[src/rtl/uart_pkg.sv]
`default_nettype none
// uart_pkg -- FSM state type and parameter defaults shared by the UART transmit arbiter.
// Revision: 1.0
package uart_pkg;

  typedef enum logic [1:0] {
    IDLE      = 2'd0,
    START     = 2'd1,
    WAIT_DONE = 2'd2
  } state_e;

  localparam int DATA_W_DEF      = 8;
  localparam int TIMEOUT_CYC_DEF = 32;

endpackage
`default_nettype wire

[src/rtl/rr_arbiter.sv]
`default_nettype none
// rr_arbiter -- round-robin pick: first requester after last_grant, wrapping around.
// Revision: 1.0
module rr_arbiter
  import uart_pkg::*;
#(
  parameter int NUM_REQ = 4,
  parameter int IDX_W   = $clog2(NUM_REQ)
) (
  input  logic [NUM_REQ-1:0] req,
  input  logic [IDX_W-1:0]   last_grant,
  output logic [NUM_REQ-1:0] grant_onehot,
  output logic [IDX_W-1:0]   grant_idx
);

  logic             found;
  logic [IDX_W-1:0] cand;

  // Offsets 1..NUM_REQ visit every index once, ending at last_grant itself.
  always_comb begin
    grant_onehot = '0;
    grant_idx    = '0;
    found        = 1'b0;
    cand         = '0;
    for (int off = 1; off <= NUM_REQ; off++) begin
      cand = IDX_W'((int'(last_grant) + off) % NUM_REQ);
      if (!found && req[cand]) begin
        found              = 1'b1;
        grant_onehot[cand] = 1'b1;
        grant_idx          = cand;
      end
    end
  end

endmodule
`default_nettype wire

[src/rtl/uart_tx_arbiter.sv]
`default_nettype none
// uart_tx_arbiter -- round-robin arbiter feeding one UART transmitter, with done-edge watchdog.
// Revision: 1.0
module uart_tx_arbiter
  import uart_pkg::*;
#(
  parameter int NUM_REQ     = 4,
  parameter int DATA_W      = DATA_W_DEF,
  parameter int TIMEOUT_CYC = TIMEOUT_CYC_DEF
) (
  input  logic                      clk,
  input  logic                      rst_n,
  input  logic [NUM_REQ-1:0]        req_valid,
  input  logic [NUM_REQ*DATA_W-1:0] req_data,
  output logic [NUM_REQ-1:0]        req_ready,
  output logic                      tx_start,
  output logic [DATA_W-1:0]         tx_data,
  input  logic                      tx_done,
  output logic [1:0]                grant_id,
  output logic                      busy,
  output logic                      timeout_err
);

  localparam int              WD_W     = $clog2(TIMEOUT_CYC) + 1;
  localparam logic [WD_W-1:0] WD_LAST  = WD_W'(TIMEOUT_CYC - 1);
  localparam logic [WD_W-1:0] WD_MAX   = '1;
  localparam logic [1:0]      LAST_RST = 2'(NUM_REQ - 1);

  state_e             state_q, state_d;
  logic [1:0]         last_grant_q, last_grant_d;
  logic [1:0]         grant_id_q, grant_id_d;
  logic [DATA_W-1:0]  tx_data_q, tx_data_d;
  logic [WD_W-1:0]    wd_cnt_q, wd_cnt_d;
  logic               timeout_q, timeout_d;
  logic               done_hist_q;
  logic [NUM_REQ-1:0] grant_onehot;
  logic [1:0]         grant_idx;
  logic               done_rise;
  logic               accept;

  rr_arbiter #(
    .NUM_REQ (NUM_REQ),
    .IDX_W   (2)
  ) u_rr (
    .req          (req_valid),
    .last_grant   (last_grant_q),
    .grant_onehot (grant_onehot),
    .grant_idx    (grant_idx)
  );

  // A level still high from an earlier frame never completes a frame; only a fresh edge does.
  assign done_rise   = tx_done & ~done_hist_q;
  assign req_ready   = (state_q == IDLE) ? grant_onehot : '0;
  assign accept      = |(req_valid & req_ready);
  assign tx_start    = (state_q == START);
  assign busy        = (state_q != IDLE);
  assign tx_data     = tx_data_q;
  assign grant_id    = grant_id_q;
  assign timeout_err = timeout_q;

  always_comb begin
    state_d      = state_q;
    last_grant_d = last_grant_q;
    grant_id_d   = grant_id_q;
    tx_data_d    = tx_data_q;
    wd_cnt_d     = wd_cnt_q;
    timeout_d    = 1'b0;
    case (state_q)
      IDLE: begin
        if (accept) begin
          state_d      = START;
          tx_data_d    = req_data[int'(grant_idx)*DATA_W +: DATA_W];
          grant_id_d   = grant_idx;
          last_grant_d = grant_idx;
        end
      end
      START: begin
        state_d  = WAIT_DONE;
        wd_cnt_d = '0;
      end
      WAIT_DONE: begin
        // Completion wins over a coincident watchdog expiry.
        if (done_rise) begin
          state_d = IDLE;
        end else if (wd_cnt_q == WD_LAST) begin
          state_d   = IDLE;
          timeout_d = 1'b1;
        end else if (wd_cnt_q != WD_MAX) begin
          wd_cnt_d = wd_cnt_q + 1'b1;
        end
      end
      default: state_d = IDLE;
    endcase
  end

  always_ff @(posedge clk or negedge rst_n) begin
    if (!rst_n) begin
      state_q      <= IDLE;
      last_grant_q <= LAST_RST;
      grant_id_q   <= '0;
      tx_data_q    <= '0;
      wd_cnt_q     <= '0;
      timeout_q    <= 1'b0;
      done_hist_q  <= 1'b0;
    end else begin
      state_q      <= state_d;
      last_grant_q <= last_grant_d;
      grant_id_q   <= grant_id_d;
      tx_data_q    <= tx_data_d;
      wd_cnt_q     <= wd_cnt_d;
      timeout_q    <= timeout_d;
      done_hist_q  <= tx_done;
    end
  end

endmodule
`default_nettype wire
[config.mk]
export PLATFORM = sky130hd
export DESIGN_NAME = uart_tx_arbiter
export DESIGN_NICKNAME = d
export VERILOG_FILES = /design/src/rtl/uart_pkg.sv /design/src/rtl/rr_arbiter.sv /design/src/rtl/uart_tx_arbiter.sv
export SDC_FILE = /design/constraint.sdc
export NUM_CORES = 1
export LEC_CHECK = 0
export ABC_AREA = 1
export CORE_MARGIN = 2
export CORE_UTILIZATION = 51
export DETAILED_ROUTE_END_ITERATION = 8
export GPL_TIMING_DRIVEN = 0
export PLACE_DENSITY = 0.86
export SETUP_SLACK_MARGIN = 0.2
export SLEW_MARGIN = 10
export SYNTH_ARGS = -nofsm -noshare
export SYNTH_HDL_FRONTEND = slang
export SYNTH_SLANG_ARGS = --single-unit
[constraint.sdc]
create_clock -name clk -period 8.06 [get_ports clk]
set_input_delay 2.418 -clock clk [delete_from_list [all_inputs] [get_ports clk]]
set_output_delay 2.418 -clock clk [all_outputs]
set_load 0.02 [all_outputs]
# Yosys cells after proc, flatten, opt, wreduce, memory -nomap -nowiden
# Index checks and enable logic that the tools add are counted.
[totals] output_inout_bits=17 word_cells=92 ff_bits=22 in_bits=39
[op_classes] n_eq_ne=9 shift=1 bitwise_logic=6 reduce_logical=17 add_sub_neg=5 mux=39 order_cmp=8
[ops] cell="32-bit by 6-bit indexed part select with 8-bit output" n=1
[ops] cell="4-bit two-way mux" n=5
[ops] cell="6-bit two-way mux" n=3
[ops] cell="1-bit two-way mux" n=14
[ops] cell="2-bit two-way mux" n=7
[ops] cell="2-bit by 3-bit less-than comparator with 1-bit output, second input constant" n=4
[ops] cell="4-bit OR" n=3
[ops] cell="6-bit one-hot mux with 2 select lines" n=1
[ops] cell="1-bit binary-select mux with 2-bit select" n=4
[ops] cell="1-bit demux with 2-bit select" n=4
[ops] cell="2-bit by 1-bit >= comparator with 1-bit output, second input constant" n=4
[ops] cell="2-bit != test, second input constant" n=4
[ops] cell="1-bit logical AND" n=7
[ops] cell="6-bit by 1-bit adder with 6-bit output, second input constant" n=1
[ops] cell="6-bit by 5-bit equality test with 1-bit output, second input constant" n=1
[ops] cell="6-bit != test, second input constant" n=1
[ops] cell="2-bit one-hot mux with 3 select lines" n=1
[ops] cell="2-bit by 1-bit adder with 2-bit output, second input constant" n=2
[ops] cell="2-bit adder, second input constant" n=2
[ops] cell="4-bit AND" n=1
[ops] cell="2-bit AND reduction" n=2
[ops] cell="4-bit AND reduction" n=1
[ops] cell="2-bit nonzero test" n=2
[ops] cell="4-bit OR reduction" n=1
[ops] cell="other kinds (7)" n=9

# Logic depth before layout (Yosys ltp)
# Gate-level depths: netlist of the first run.
[logic_depth] word_depth=18 mapped_depth=16 mapped_depth_nobuf=15

# Hierarchy
# Synthesis of the first run repeated with hierarchy kept, for this count alone.
[unflattened] cells_unflattened=256 hier_area_um2=1796.7
[by_module_without_submodules] mod="uart_tx_arbiter" cells_each=171 n_inst=1 seq_area_each_um2=553.0 area_each_um2=1261.2
[by_module_without_submodules] mod="rr_arbiter" cells_each=85 n_inst=1 seq_area_each_um2=0.0 area_each_um2=535.5

# Worst setup path after synthesis of the first run
# Ideal clock, no wire load.
[synth_path] kind="input to output" startpoint="in req_valid[3]" endpoint="out req_ready[0]" arrival_time_ps=3238 required_time_ps=5642 n_path_buf=0 path_stages=11 slack_ps=2404 cell_sequence="inv_1 > nand2_4 > nand2_1 > nand2_1 > nand2_2 > nand2_1 > inv_2 > nand3_1 > nand3_1 > nand2_1 > inv_1"
[synth_via] elab_chain_len=13 elab_cells_between_ends=25 classes_between="16 x mux; 3 x bitwise; 6 x reduce/logical"
[synth_rtl] element="start, declared" line="uart_tx_arbiter.sv:13" rtl="input logic [NUM_REQ-1:0] req_valid,"
[synth_rtl] element="1-bit binary-select mux with 2-bit select" line="rr_arbiter.sv:27" rtl="if (!found && req[cand]) begin"
[synth_rtl] element="1-bit two-way mux (not written as such)" line="rr_arbiter.sv:27"
[synth_rtl] element="1-bit two-way mux" line="rr_arbiter.sv:27"
[synth_rtl] element="1-bit logical NOT" line="rr_arbiter.sv:27"
[synth_rtl] element="1-bit logical AND" line="rr_arbiter.sv:27"
[synth_rtl] element="1-bit two-way mux" line="rr_arbiter.sv:27"
[synth_rtl] element="1-bit logical NOT" line="rr_arbiter.sv:27"
[synth_rtl] element="1-bit logical AND" line="rr_arbiter.sv:27"
[synth_rtl] element="1-bit two-way mux" line="rr_arbiter.sv:27"
[synth_rtl] element="1-bit logical NOT" line="rr_arbiter.sv:27"
[synth_rtl] element="1-bit logical AND" line="rr_arbiter.sv:27"
[synth_rtl] element="4-bit two-way mux *" line="rr_arbiter.sv:27"
[synth_rtl] element="4-bit two-way mux *" line="uart_tx_arbiter.sv:53" rtl="assign req_ready = (state_q == IDLE) ? grant_onehot : '0;"
[synth_rtl] element="end, declared" line="uart_tx_arbiter.sv:15" rtl="output logic [NUM_REQ-1:0] req_ready,"
# Mark *: on every way between the ends. The rest lies on a longest branch, timed or not. The select of a mux whose other input is x is not followed.

# Worst setup path after layout of the first run
[layout_path] startpoint="in req_valid[2]" endpoint="out req_ready[1]"
# Same word-level chain as after synthesis.

==> out/results.ini, run 1 <==
[layout]
fin_area_um2 = 2560
diodes = 0
fillers = 309
post_route_cells_drive_above_1_share = 0.122
area.growth.synth_to_final_pct = 36.2
final_cells = 376
num-nets-final = 377

[sta]
setup-tns-final_ns = 0
slew_violations = 0
setup_violations = 0
finalHoldViolCount = 0
post-route-min-period_ns = 6.86
slew_headroom = 0.365
fmax_mhz = 146
fin_crit_sh = 0.851
rsz0062_at_grt = no
fin_skew_ns = 0.00958
max_slew.worst_pin.slew_ns = 0.949

[synthesis]
synthArstFlopShare = 1.00
yosysSeqAreaShare = 0.294
synth-edff-count = 0
ys_ff_latch = 22
synth_top_area_frac = 0.266
synth.cell_area_um2 = 1880
yosys_warnings = 0
syn_inst = 269
syn_area_per_cell_um2 = 7.00
synth_cell_types = 28
synthesis.nets = 317
ys.flop_type = dfrtp_1
synth_top_area_cell = dfrtp_1
synth_area_leaders = dfrtp_1, nand2_1, nand3_1, inv_1, nand3b_1

[clock_network]
holdBufCountCts = 0
clk_latency_ns = 0.27
cts_max_path_buffers = 2
tritoncts = built
cts_made_buffers = 3
cts_setup_buffers = 0
cts_sinks = 22
h-tree-depth = 1
clkTransAtPathRegs_ns = 0.09
cts-root-buf = clkbuf_8
post_cts_resize_count = 0

[placed_design]
dpl.hpwl_um = 3540
dp.cells = 372
gp_congestion = 0.871
port_buffers = 55
place_area_um2 = 2490

[grt]
grt_use_total = 0.233
grt_max_degree = 23
overflow = 0
grt_pass1_vias = 1811
grt_pass1_wl_um = 7790
antenna_found_initial = 0

[worst_setup_path]
critPathMostFrequentCell = nand2_1
critical_path.slowest_cell = clkdlybuf4s50_1
crit_chain = clkdlybuf4s50_1 > inv_1 > nand2_1 > nand2_1 > nand2_1 > nand2_2 > nor2_4 > nand3_1 > nand3_1 > nand2_1 > inv_1 > clkdlybuf4s50_1
startpoint_type = input pin
crit_path_end_kind = output pin
cp.arrival_ns = 4.44
worstPathMaxFanout = 6
path_class = in2out
required_ns = 5.64
critical_path.max_stage_delay_ns = 0.59

[pwr]
p_comb_frac = 0.753
power.density_nw_per_um2 = 479
p_switching_mw = 0.641
ir_drop_mv = 0.269
seqPwrFrac = 0.163
p_int_mw = 0.589
sw_frac_of_total = 0.521
p_leak_nw = 1.32
finalPower_mw = 1.23
p_clk_frac = 0.084

[drt]
drt-pass1-iter-count = 4
totalWireLength_um = 4500
viasPerCell = 5.01
drt-initial-drc-count = 61
num_vias = 1885
antenna_left = 0
drc = 0
wl_per_cell_um = 12.0

[die]
core_area_um2 = 3610
rows = 22
io-pin-count = 56
dieWidth_um = 64.8
die_h_um = 64.8
start_util = 0.522
die_area_um2 = 4190

[run]
max_cap_violations = 0

[outcome]
status = finished clean

[hold_path]
hold_path_class = reg2reg

worst paths after layout:
path / from / to / slack (ns) / cells past startpoint
setup / recovery: req_valid[2] / req_ready[1] / 1.20 / 12
min in group asynchronous: rst_n / tx_data[0] / 2.68 / 1
hold / removal: grant_id[1] / grant_id[1] / 0.49 / 2
max in group asynchronous: rst_n / tx_data[3] / 4.80 / 1
setup reg to reg: last_grant_q[0] / tx_data[5] / 5.38 / 13
hold reg to reg: grant_id[1] / grant_id[1] / 0.49 / 2
worst max-delay path, delay by kind of cell:
kind                   cells  cell delay (ns)
AND/OR/NAND/NOR            8             0.79
buffers and inverters      4             1.24
placed cells by master (no fill, tap or decap), types with 4 or more instances in the layout:
master           count
inv_1               35
o21ai_1             10
clkdlybuf4s50_1     55
nor2_4               4
inv_2                5
nand2_1             79
dfrtp_1             20
a21oi_1              4
nand2_4              5
nand3_1             40
ha_1                 9
nand2_2              7
nor2_1              10
nand3b_1            16
state kept, by name, indices dropped and copies added (netlist names):
name,flops
tx_data,8
wd_cnt_q,6
grant_id,2
last_grant_q,2
state_q,2
done_hist_q,1
timeout_err,1
cells by family after synthesis:
family	after synthesis	synth area share
buffers and inverters	46	0.106
AO/OA/AOI/OAI	24	0.0804
AND/OR/NAND/NOR	168	0.460
adder cells (fa/ha/maj)	9	0.0598
flip-flops	22	0.294
power by group through the flow:
stage	combinational, mW	clock, mW	sequential, mW
after floorplan	0.654	0	0.222
after global placement	0.911	0	0.201
after detailed placement	0.926	0	0.201
after CTS	0.931	0.106	0.201
after global routing	1.03	0.110	0.208
final	0.926	0.103	0.201
layout make-up:
cell class	instances	area (um^2)	area share
multi-input combinational	201	1130	0.440
tap	48	60.1	0.0234
buffer	6	50.0	0.0195
timing repair buffer	55	551	0.215
clock inverter	1	30.0	0.0117
clock buffer	3	41.3	0.0161
inverter	40	150	0.0585
sequential	22	553	0.216
synth_stat cells, types with 4 or more instances:
cell type / count
inv_1: 35
dfrtp_1: 20
ha_1: 9
nor2_1: 10
inv_2: 5
o21ai_1: 10
nand3b_1: 16
nor2_4: 4
nand2_2: 7
nand2_1: 79
nand2_4: 5
a21oi_1: 4
nand3_1: 40
layer usage:
layer  vias to the layer above  global-route usage  routed length, um
met5                         -                   0                  0
met4                         0              0.0399                 29
met3                         4              0.0451                233
met2                        49               0.419               2230
met1                       860               0.293               2010
li1                        972                   -                  -
through the flow:
stage | setup WS (ns) | util | hold WS, ns
floorplan | 2.40 | - | 0.443
global placement | 1.21 | 0.692 | 0.466
detailed placement | 1.21 | 0.692 | 0.469
CTS | 1.20 | 0.711 | 0.494
global route | 1.04 | 0.711 | 0.525
finish | 1.20 | 0.711 | 0.490
Note: power is estimated with default switching activity, not from simulation.
==> run 2, diff against run 1 <==
Settings changed: CORE_UTILIZATION 51 to 50, PLACE_DENSITY 0.86 to 0.84.
==> run 2 against run 1 <==
  * Clock-buffer cell count up 1
  * Worst setup slack better by 0.0048 ns
  * Global-route usage down 0.52 points
  * Largest power group unchanged
==> out/results.ini, run 2 (synthesis gave the netlist of run 1 again) <==
[clock_network]
clk_latency_ns = 0.25  ; was 0.27 ns
cts-root-buf = clkbuf_8  ; unchanged
cts_sinks = 22  ; unchanged
holdBufCountCts = 0  ; unchanged
tritoncts = built  ; unchanged
post_cts_resize_count = 0  ; unchanged
cts_setup_buffers = 0  ; unchanged
h-tree-depth = 1  ; unchanged
cts_made_buffers = 3  ; unchanged
clkTransAtPathRegs_ns = 0.08  ; was 0.09 ns
cts_max_path_buffers = 2  ; unchanged

[run]
max_cap_violations = 0  ; unchanged

[drt]
totalWireLength_um = 4480  ; was 4500 um
antenna_left = 0  ; unchanged
num_vias = 1915  ; was 1885
drc = 0  ; unchanged
drt-pass1-iter-count = 4  ; unchanged
wl_per_cell_um = 11.9  ; was 12.0 um
drt-initial-drc-count = 116  ; was 61
viasPerCell = 5.09  ; was 5.01

[die]
die_h_um = 65.4  ; was 64.8 um
core_area_um2 = 3630  ; was 3610 um^2
die_area_um2 = 4270  ; was 4190 um^2
dieWidth_um = 65.4  ; was 64.8 um
io-pin-count = 56  ; unchanged
start_util = 0.518  ; was 0.522
rows = 22  ; unchanged

[sta]
setup_violations = 0  ; unchanged
rsz0062_at_grt = no  ; unchanged
slew_headroom = 0.364  ; was 0.365
fin_crit_sh = 0.851  ; about the same
worst_slack_ns = 1.20  ; about the same
post-route-min-period_ns = 6.86  ; about the same
fmax_mhz = 146  ; about the same
max_slew.worst_pin.slew_ns = 0.950  ; was 0.949 ns
slew_violations = 0  ; unchanged
setup-tns-final_ns = 0  ; unchanged
fin_skew_ns = 0.00102  ; was 0.00958 ns
finalHoldViolCount = 0  ; unchanged

[layout]
mostFrequentLayoutCells = nand2_1, clkdlybuf4s50_1, nand3_1  ; unchanged
post-route-util = 0.701  ; was 0.711
num-nets-final = 377  ; unchanged
area.growth.synth_to_final_pct = 35.3  ; was 36.2%
post_route_cells_drive_above_1_share = 0.122  ; unchanged
diodes = 0  ; unchanged
final_common_cell = nand2_1  ; unchanged
fillers = 334  ; was 309
largest_reg_flops = 8  ; unchanged

[hold_path]
hold_path_class = reg2reg  ; unchanged

[grt]
overflow = 0  ; unchanged
antenna_found_initial = 0  ; unchanged
grt_max_degree = 23  ; unchanged
grt_pass1_wl_um = 7830  ; was 7790 um
grt_pass1_vias = 1802  ; was 1811
grt_use_total = 0.228  ; was 0.233

[worst_setup_path]
worstPathMaxFanout = 6  ; unchanged
crit_path_end_kind = output pin  ; unchanged
startpoint_type = input pin  ; unchanged
path_class = in2out  ; unchanged
required_ns = 5.64  ; about the same
cp.arrival_ns = 4.44  ; about the same

[pwr]
ir_drop_mv = 0.263  ; was 0.269 mV
p_leak_nw = 1.31  ; was 1.32 nW
power.density_nw_per_um2 = 474  ; was 479 nW/um^2

[placed_design]
dp_slack_ns = 1.18  ; was 1.21 ns
port_buffers = 55  ; unchanged
gp_congestion = 0.927  ; was 0.871
dpl.hpwl_um = 3570  ; was 3540 um

[outcome]
status = finished clean  ; unchanged

run 2: cell count changes in the layout (fill, tap and decap cells not counted), sizes merged:
cell    change
bufinv      -1
clkbuf      +1
run 2: final cells by class:
cell class | count | area (um^2) | share of cell area
Clock buffer | 4 | 55.1 | 0.0216
Inverter | 40 | 150 | 0.0589
Multi-Input combinational cell | 201 | 1130 | 0.443
Timing Repair Buffer | 55 | 551 | 0.216
Buffer | 6 | 50.0 | 0.0196
Sequential cell | 22 | 553 | 0.217
Tap cell | 48 | 60.1 | 0.0236
run 2: critical path: stages:
cell and delay, ns:
clkdlybuf4s50_1 0.55, inv_1 0.06, nand2_1 0.11, nand2_1 0.07, nand2_1 0.06, nand2_2 0.07
nor2_4 0.18, nand3_1 0.09, nand3_1 0.13, nand2_1 0.06, inv_1 0.06, clkdlybuf4s50_1 0.59
run 2: worst paths after layout:
| path | startpoint | to | slack, ns | cells past startpoint |
|---|---|---|---|---|
| min in group asynchronous | rst_n | wd_cnt_q[2] | 2.69 | 1 |
| setup reg to reg | last_grant_q[0] | tx_data[4] | 5.38 | 13 |
| hold reg to reg | grant_id[0] | grant_id[0] | 0.49 | 2 |
| max in group asynchronous | rst_n | tx_data[4] | 4.80 | 1 |
| hold / removal | grant_id[0] | grant_id[0] | 0.49 | 2 |
| setup / recovery | req_valid[2] | req_ready[1] | 1.20 | 12 |
run 2: layer usage:
| layer | wire, um | up-vias | track usage |
|---|---|---|---|
| li1 | - | 974 | - |
| met1 | 1950 | 876 | 0.296 |
| met2 | 2250 | 61 | 0.398 |
| met3 | 257 | 4 | 0.0497 |
| met4 | 19 | 0 | 0.0339 |
| met5 | 0 | - | 0 |
run 2: stage by stage:
stage	total power [mW]	area [um^2]	hold slack [ns]	cells
after floorplan	0.876	1880	0.443	269
after global placement	1.11	2490	0.466	372
after detailed placement	1.13	2490	0.473	372
after CTS	1.21	2550	0.491	376
after global routing	1.33	2550	0.514	376
final	1.21	2550	0.485	376
run 2: report_power, final:
| part | leakage, nW | total [mW] | switching (mW) | internal, mW |
|---|---|---|---|---|
| registers | 0.276 | 0.202 | 0.0401 | 0.162 |
| logic | 1.01 | 0.929 | 0.568 | 0.361 |
| clock network | 0.0288 | 0.0772 | 0.0338 | 0.0435 |
==> run 3, diff against run 2 <==
Settings changed: CORE_UTILIZATION 50 to 51, PLACE_DENSITY 0.84 to 0.86.
==> results of run 3 <==
No change in the layout: final DEF, timing and power equal those of run 1.
